<file path="src/rtl/hazard_pkg.sv">
// rtl/hazard_pkg.sv - shared types and helpers for the pipeline hazard controller
package hazard_pkg;

  typedef enum logic [1:0] {
    FWD_RF  = 2'b00,
    FWD_WB  = 2'b01,
    FWD_MEM = 2'b10
  } fwd_sel_e;

  typedef enum logic {
    MD_IDLE = 1'b0,
    MD_BUSY = 1'b1
  } md_state_e;

  // Memory stage holds the younger result, so it wins over Writeback.
  function automatic fwd_sel_e fwd_sel(input logic hit_m, input logic hit_w);
    if (hit_m)      return FWD_MEM;
    else if (hit_w) return FWD_WB;
    else            return FWD_RF;
  endfunction

endpackage

</file>
<file path="src/rtl/hazard_md_timer.sv">
// rtl/hazard_md_timer.sv - holds a multi-cycle op in Execute for MD_LAT cycles
module hazard_md_timer
  import hazard_pkg::*;
#(
  parameter int MD_LAT = 4
) (
  input  logic clk,
  input  logic rst,
  input  logic MdValid_E,
  output logic md_stall,
  output logic MdBusy
);

  localparam int CNT_BITS = (MD_LAT > 2) ? $clog2(MD_LAT) : 1;
  localparam logic [CNT_BITS-1:0] CNT_INIT = (MD_LAT >= 2) ? CNT_BITS'(MD_LAT - 2) : '0;
  localparam bit MULTI = (MD_LAT > 1);

  md_state_e state, state_nxt;
  logic [CNT_BITS-1:0] cnt, cnt_nxt;
  logic stall;

  always_ff @(posedge clk) begin
    if (rst) begin
      state <= MD_IDLE;
      cnt   <= '0;
    end else begin
      state <= state_nxt;
      cnt   <= cnt_nxt;
    end
  end

  // The entry cycle already stalls, so BUSY only needs MD_LAT-2 more.
  always_comb begin
    state_nxt = state;
    cnt_nxt   = cnt;
    stall     = 1'b0;
    case (state)
      MD_IDLE: begin
        if (MdValid_E && MULTI) begin
          stall     = 1'b1;
          state_nxt = MD_BUSY;
          cnt_nxt   = CNT_INIT;
        end
      end
      MD_BUSY: begin
        if (cnt != '0) begin
          stall   = 1'b1;
          cnt_nxt = cnt - CNT_BITS'(1);
        end else begin
          state_nxt = MD_IDLE;
        end
      end
      default: state_nxt = MD_IDLE;
    endcase
  end

  assign md_stall = stall & ~rst;
  assign MdBusy   = (state == MD_BUSY) & ~rst;

endmodule

</file>
<file path="src/rtl/hazard_ctrl.sv">
// rtl/hazard_ctrl.sv - forwarding, stall/flush priority and perf counters (HAZARD_PERF_CNT_EN)
module hazard_ctrl
  import hazard_pkg::*;
#(
  parameter int REG_AW = 5,
  parameter int MD_LAT = 4,
  parameter int CNT_W  = 32
) (
  input  logic              clk,
  input  logic              rst,
  input  logic [REG_AW-1:0] Rs1_D,
  input  logic [REG_AW-1:0] Rs2_D,
  input  logic [REG_AW-1:0] Rs1_E,
  input  logic [REG_AW-1:0] Rs2_E,
  input  logic [REG_AW-1:0] Rd_E,
  input  logic [1:0]        ResultSrc_E,
  input  logic              PCSrc_E,
  input  logic              MdValid_E,
  input  logic [REG_AW-1:0] Rd_M,
  input  logic              RegWrite_M,
  input  logic [REG_AW-1:0] Rd_W,
  input  logic              RegWrite_W,
  output logic [1:0]        ForwardA_E,
  output logic [1:0]        ForwardB_E,
  output logic              ForwardA_D,
  output logic              ForwardB_D,
  output logic              StallF,
  output logic              StallD,
  output logic              StallE,
  output logic              FlushD,
  output logic              FlushE,
  output logic              FlushM,
  output logic              MdBusy,
  output logic [CNT_W-1:0]  StallCycles,
  output logic [CNT_W-1:0]  FlushCycles
);

  logic md_stall;
  logic lw;
  logic a_hit_m, a_hit_w, b_hit_m, b_hit_w;
  logic unused_result_src;

  hazard_md_timer #(.MD_LAT(MD_LAT)) u_md_timer (
    .clk       (clk),
    .rst       (rst),
    .MdValid_E (MdValid_E),
    .md_stall  (md_stall),
    .MdBusy    (MdBusy)
  );

  assign a_hit_m = RegWrite_M && (Rs1_E == Rd_M) && (Rs1_E != '0);
  assign a_hit_w = RegWrite_W && (Rs1_E == Rd_W) && (Rs1_E != '0);
  assign b_hit_m = RegWrite_M && (Rs2_E == Rd_M) && (Rs2_E != '0);
  assign b_hit_w = RegWrite_W && (Rs2_E == Rd_W) && (Rs2_E != '0);

  assign ForwardA_E = rst ? FWD_RF : fwd_sel(a_hit_m, a_hit_w);
  assign ForwardB_E = rst ? FWD_RF : fwd_sel(b_hit_m, b_hit_w);
  assign ForwardA_D = ~rst && RegWrite_W && (Rs1_D == Rd_W) && (Rs1_D != '0);
  assign ForwardB_D = ~rst && RegWrite_W && (Rs2_D == Rd_W) && (Rs2_D != '0);

  assign lw = ResultSrc_E[0] && (Rd_E != '0) && ((Rs1_D == Rd_E) || (Rs2_D == Rd_E));
  assign unused_result_src = ResultSrc_E[1];

  // A held multi-cycle op freezes the front end, so load-use and branch wait.
  always_comb begin
    StallF = 1'b0;
    StallD = 1'b0;
    StallE = 1'b0;
    FlushD = 1'b0;
    FlushE = 1'b0;
    FlushM = 1'b0;
    if (rst) begin
      FlushD = 1'b1;
      FlushE = 1'b1;
      FlushM = 1'b1;
    end else if (md_stall) begin
      StallF = 1'b1;
      StallD = 1'b1;
      StallE = 1'b1;
      FlushM = 1'b1;
    end else if (lw) begin
      StallF = 1'b1;
      StallD = 1'b1;
      FlushE = 1'b1;
    end else if (PCSrc_E) begin
      FlushD = 1'b1;
      FlushE = 1'b1;
    end
  end

`ifdef HAZARD_PERF_CNT_EN
  logic [CNT_W-1:0] stall_cnt, flush_cnt;

  always_ff @(posedge clk) begin
    if (rst) begin
      stall_cnt <= '0;
      flush_cnt <= '0;
    end else begin
      if (StallF && (stall_cnt != '1)) stall_cnt <= stall_cnt + CNT_W'(1);
      if ((FlushE || FlushD) && (flush_cnt != '1)) flush_cnt <= flush_cnt + CNT_W'(1);
    end
  end

  assign StallCycles = stall_cnt;
  assign FlushCycles = flush_cnt;
`else
  assign StallCycles = '0;
  assign FlushCycles = '0;
`endif

endmodule

</file>
<file path="config.mk">
export PLATFORM = sky130hd
export DESIGN_NAME = hazard_ctrl
export DESIGN_NICKNAME = d
export VERILOG_FILES = /design/src/rtl/hazard_pkg.sv /design/src/rtl/hazard_md_timer.sv /design/src/rtl/hazard_ctrl.sv
export SDC_FILE = /design/constraint.sdc
export NUM_CORES = 1
export LEC_CHECK = 0
export BUFFER_PORTS_ARGS = -buffer_cell sky130_fd_sc_hd__buf_4
export CORE_UTILIZATION = 34
export DETAILED_ROUTE_END_ITERATION = 10
export GPL_TIMING_DRIVEN = 0
export PLACE_DENSITY = 0.78
export SYNTH_ARGS = -nofsm -noshare
export SYNTH_HDL_FRONTEND = slang
export SYNTH_SLANG_ARGS = --single-unit
</file>
<file path="constraint.sdc">
create_clock -name clk -period 1.3 [get_ports clk]
set_input_delay 0.065 -clock clk [delete_from_list [all_inputs] [get_ports clk]]
set_output_delay 0.065 -clock clk [all_outputs]
set_load 0.005 [all_outputs]
</file>
# [Yosys cells after proc, flatten, opt, wreduce, memory -nomap -nowiden]
# Cells that the tools add are included.
[totals] out_inout_bits=77 reg_bits=3 elab_cells=65 input_bits=43
[op_classes] n_mux=25 bitwise_logic=4 n_eq_ne=10 n_reduce_logical=23 n_addsub=1
[op_table] op="5-bit equality test" n=8
[op_table] op="5-bit nonzero test" n=5
[op_table] op="1-bit 2-to-1 mux" n=17
[op_table] op="1-bit logical AND" n=15
[op_table] op="2-bit 2-to-1 mux" n=6
[op_table] op="2-bit != test, second input constant" n=2
[op_table] op="2-bit one-hot mux with 2 select lines" n=1
[op_table] op="1-bit bitwise AND" n=2
[op_table] op="1-bit NOT" n=2
[op_table] op="1-bit one-hot mux with 2 select lines" n=1
[op_table] op="2-bit AND reduction" n=1
[op_table] op="2-bit nonzero test" n=1
[op_table] op="2-bit by 1-bit subtractor with 2-bit output, second input constant" n=1
[op_table] op="1-bit logical OR" n=1

# [Longest topological paths before layout]
[logic_depth] depth_word=6 mapped_depth=7 mapped_depth_nobuf=6

# [By module]
# A second synthesis with hierarchy kept.
[unflattened] hier_cells=168 area_unflattened_um2=1315.0
[by_module_without_submodules] module="hazard_ctrl" area_per_inst_um2=1142.3 cells_each=152 seq_area_each_um2=0.0 n_inst=1
[by_module_without_submodules] module="hazard_md_timer" area_per_inst_um2=172.7 cells_each=16 seq_area_each_um2=60.1 n_inst=1

# [Least setup slack after synthesis]
# Ideal clock, no wire load.
[synth_path] kind="flip-flop to output port" from="register u_md_timer.cnt[0]" to="output StallF" required_ns=1.235 arrival_ns=1.330 n_path_buf=1 setup_slack_ns=-0.095 stages_incl_launch_ff=8 cell_sequence="dfxtp_1 inv_1 ha_1 inv_1 mux2i_1 or2_2 o31ai_1 buf_4"
[synth_between] elab_chain_len=6
[synth_lines] element="start: declaration" line="hazard_md_timer.sv:19" text="logic [CNT_BITS-1:0] cnt, cnt_nxt;"
[synth_lines] element="start signal: assignment" line="hazard_md_timer.sv:28" text="cnt <= cnt_nxt;"
[synth_lines] element="2-bit nonzero test" line="hazard_md_timer.sv:46" text="if (cnt != '0) begin"
[synth_lines] element="1-bit 2-to-1 mux" line="hazard_md_timer.sv:46"
[synth_lines] element="1-bit one-hot mux with 2 select lines" line="hazard_md_timer.sv:37" text="case (state)"
[synth_lines] element="1-bit bitwise AND" line="hazard_md_timer.sv:57" text="assign md_stall = stall & ~rst;"
[synth_lines] element="1-bit 2-to-1 mux (2 in series)"
[synth_lines] element="end: declaration" line="hazard_ctrl.sv:27" text="output logic StallF,"
# Every way passes these cells.

# [Worst setup path in the final report]
[layout_path] from="register u_md_timer.cnt[0]" to="output StallF"
[layout_between] elab_chain_len=6
[layout_lines] element="2-bit nonzero test" line="hazard_md_timer.sv:46"
[layout_lines] element="1-bit 2-to-1 mux" line="hazard_md_timer.sv:46"
[layout_lines] element="1-bit one-hot mux with 2 select lines" line="hazard_md_timer.sv:37"
[layout_lines] element="1-bit bitwise AND" line="hazard_md_timer.sv:57"
[layout_lines] element="1-bit 2-to-1 mux" line="hazard_ctrl.sv:76" text="end else if (md_stall) begin"
[layout_lines] element="1-bit 2-to-1 mux" line="hazard_ctrl.sv:72" text="if (rst) begin"
# Every way passes these cells.

==> results_dict.tcl <==
set metrics [dict create \
    finalSetupViolations 9 \
    endpoint "StallF" \
    first_pass_iters 4 \
    fin_skew_ns 0.00352 \
    root_buffer "clkbuf_8" \
    cts_buffers 3 \
    ys_types 29 \
    core_area_sq_um 3470 \
    finalWirelength_microns 3010 \
    gp_congestion 0.818 \
    max_stage_delay_ns 0.31 \
    path_delay_family "buffers and inverters" \
    syn_avg_cell_area_sq_um 7.61 \
    slowest_stage "dfxtp_2" \
    drive_above_1_share 0.491 \
    grt_usage 0.143 \
    critPathMaxFanout 6 \
    r2r_slack_ns 0.08 \
    finalCritPeriodShare 1.18 \
    io_pins 120 \
    die_y_microns 63.3 \
    ys.flop_type "dfxtp_1" \
    crit-reg2reg-launch "u_md_timer.cnt[0]" \
    rsz0062_at_grt "true" \
    ff2ff_path_depth 8 \
    drc 0 \
    cp-start-kind "flip-flop" \
    tritoncts "done" \
    power.density_nw_per_um2 474 \
    detail-route-antenna-nets 0 \
    yosys_warnings 0 \
    drtIter0Drc 16 \
    dp_hpwl_microns 2660 \
    max_freq_mhz 650 \
    cts_htree_levels 1 \
    drv_cap 0 \
    crit_type "reg2out" \
    grt_pass1_vias 1170 \
    netlist_area_sq_um 1280 \
    overflow 0 \
    drt-wirelength-per-cell_microns 8.94 \
    path_clk_slew_ns 0.03 \
    dieArea_sq_um 4010 \
    worst-path-stages 8 \
    worst_setup_path_end_kind "output port" \
    synth_top_family_by_area "buffers and inverters" \
    fin_util 0.610 \
    antenna_cells 0 \
    p_leak_nw 1.14 \
    vias 1220 \
    yosys.area_share.simple 0.202 \
    syn2layout_area_growth_pct 65.6 \
    grt_max_degree 11 \
    ys_seq_area_frac 0.0470 \
    min_period_ns 1.54 \
    dieWidth_microns 63.3 \
    crit_start "u_md_timer.cnt[0]" \
    hold_violations 0 \
    grt_pass1_wl_microns 4730 \
    irDropWorstVdd_mv 0.228 \
    setup_tns_ns -1.27 \
    arrival_ns 1.47 \
    layout.cells.non_filler 337 \
    p_total_w 0.00100 \
    drv_slew 0 \
    start_util 0.369 \
    worstReg2RegEnd "u_md_timer.cnt[0]" \
    required_ns 1.24 \
    cts_buffer_depth 2 \
    synth_fa_ha_area_frac 0.00978 \
    placed_cells 326 \
    clock_sinks 3 \
    async_flop_share 0 \
    ys_ff_latch 3 \
    synth_edf_count 0 \
    hp-class "in2reg" \
    path_cells "inv_2 > ha_4 > inv_4 > mux2i_4 > or2_4 > o31ai_4 > buf_4 > buf_6" \
    violations "negative setup slack" \
    antenna_found_initial 0 \
    synth_compound_area_frac 0.0538 \
    viasPerCell 3.62 \
    synth_xor_area_frac 0.260 \
    syn-instance-count 168 \
    synth_mux_area_frac 0.00783 \
    status "complete, but fails checks" \
    nNetsFinal 336 \
    critical_path_buf_inv_count 4 \
    numPortBuffers 49 \
    rows 21 \
    layout_setup_ws_ns -0.239 \
    clock_latency_ns 0.22 \
]
report_power, final:
group | switching (W) | internal [W] | total, W
Sequential | 0.00000636 | 0.000101 | 0.000108
Combinational | 0.000257 | 0.000365 | 0.000622
Clock | 0.0000648 | 0.000209 | 0.000274
layer usage:
metal,part of all wire,vias to the layer above,global-route usage
met3,0.087,4,0.0217
met5,0,-,0
li1,-,665,-
met4,0.0083,0,0.0256
met2,0.55,59,0.293
met1,0.36,492,0.150
cells in the final DEF (no fill, tap or decap), types with 2 or more instances in the layout:
cell and instances:
inv_2 2, clkbuf_8 3, or4_4 2, nand2b_1 2
nand2_1 2, nor2_1 3, xor2_1 16, nor4_1 3
xnor2_1 22, nand3_1 2, nor2b_1 4, nor3_1 4
inv_1 3, nor2_4 2, and3_1 3, buf_6 3
nor4_2 3, buf_4 117, dfxtp_2 2, a21oi_1 4
conb_1 64, nand4_1 4, clkbuf_1 7
sequential cells by signal, indices dropped and copies added (netlist names):
name / count
u_md_timer.cnt: 2
u_md_timer.state: 1
area by class of cell:
class                           count  area, sq um
Fill cell                         343         1350
Clock buffer                        4         45.0
Inverter                            6         25.0
Tap cell                           46         57.6
Multi-Input combinational cell    151          977
Sequential cell                     3         62.6
Timing Repair Buffer               56          439
Buffer                             71          510
worst min-delay path by stage:
stage / endpoint / cells after the start / slack [ns] / from
after detailed placement: FlushE / 4 / 0.45 / PCSrc_E
after CTS: u_md_timer.cnt[0] / 5 / 0.37 / MdValid_E
after global placement: FlushE / 4 / 0.44 / PCSrc_E
final: u_md_timer.cnt[0] / 3 / 0.37 / rst
after floorplan: FlushE / 2 / 0.24 / PCSrc_E
after global routing: u_md_timer.cnt[0] / 3 / 0.45 / rst
stage by stage:
step / setup slack (ns) / instance area [sq um] / hold slack [ns]
final: -0.239 / 2120 / 0.369
after detailed placement: -0.230 / 1950 / 0.445
after global routing: -0.332 / 2120 / 0.449
after global placement: -0.181 / 1950 / 0.439
after CTS: -0.224 / 2060 / 0.373
after floorplan: 0.0285 / 1530 / 0.239
worst register-to-register path: cells and delay by family (launching register included):
kind,cells,cell delay [ns]
buf+inv,4,0.37
flops,1,0.32
fa+ha+maj,1,0.16
compound gates,1,0.13
mux,1,0.08
simple gates,1,0.05
synth_stat cells (3+ instances only):
cell	instances	area, sq um
inv_1	6	22.5
nor2b_1	4	25.0
xnor2_1	22	193
nor4_1	3	18.8
nor3_1	4	20.0
clkbuf_1	6	22.5
and3_1	3	18.8
nor4_2	4	50.1
xor2_1	16	140
a21oi_1	4	20.0
nor2_1	3	11.3
dfxtp_1	3	60.1
buf_4	65	488
nand4_1	4	25.0
repair_timing:
item	4_1_cts	5_1_grt
resized for setup	11	6
setup buffers	3	4
setup endpoints to repair	8	9
pin swaps	5	7
hold buffers	0	0
kinds of logic after synthesis:
kind of cell	count (synthesis)
AO/OA/AOI/OAI	10
XOR/XNOR	38
adder cells (fa/ha/maj)	1
buffers and inverters	77
flip-flops	3
multiplexers	1
other	1
AND/OR/NAND/NOR	37
Note: power is estimated with default switching activity, not from simulation.
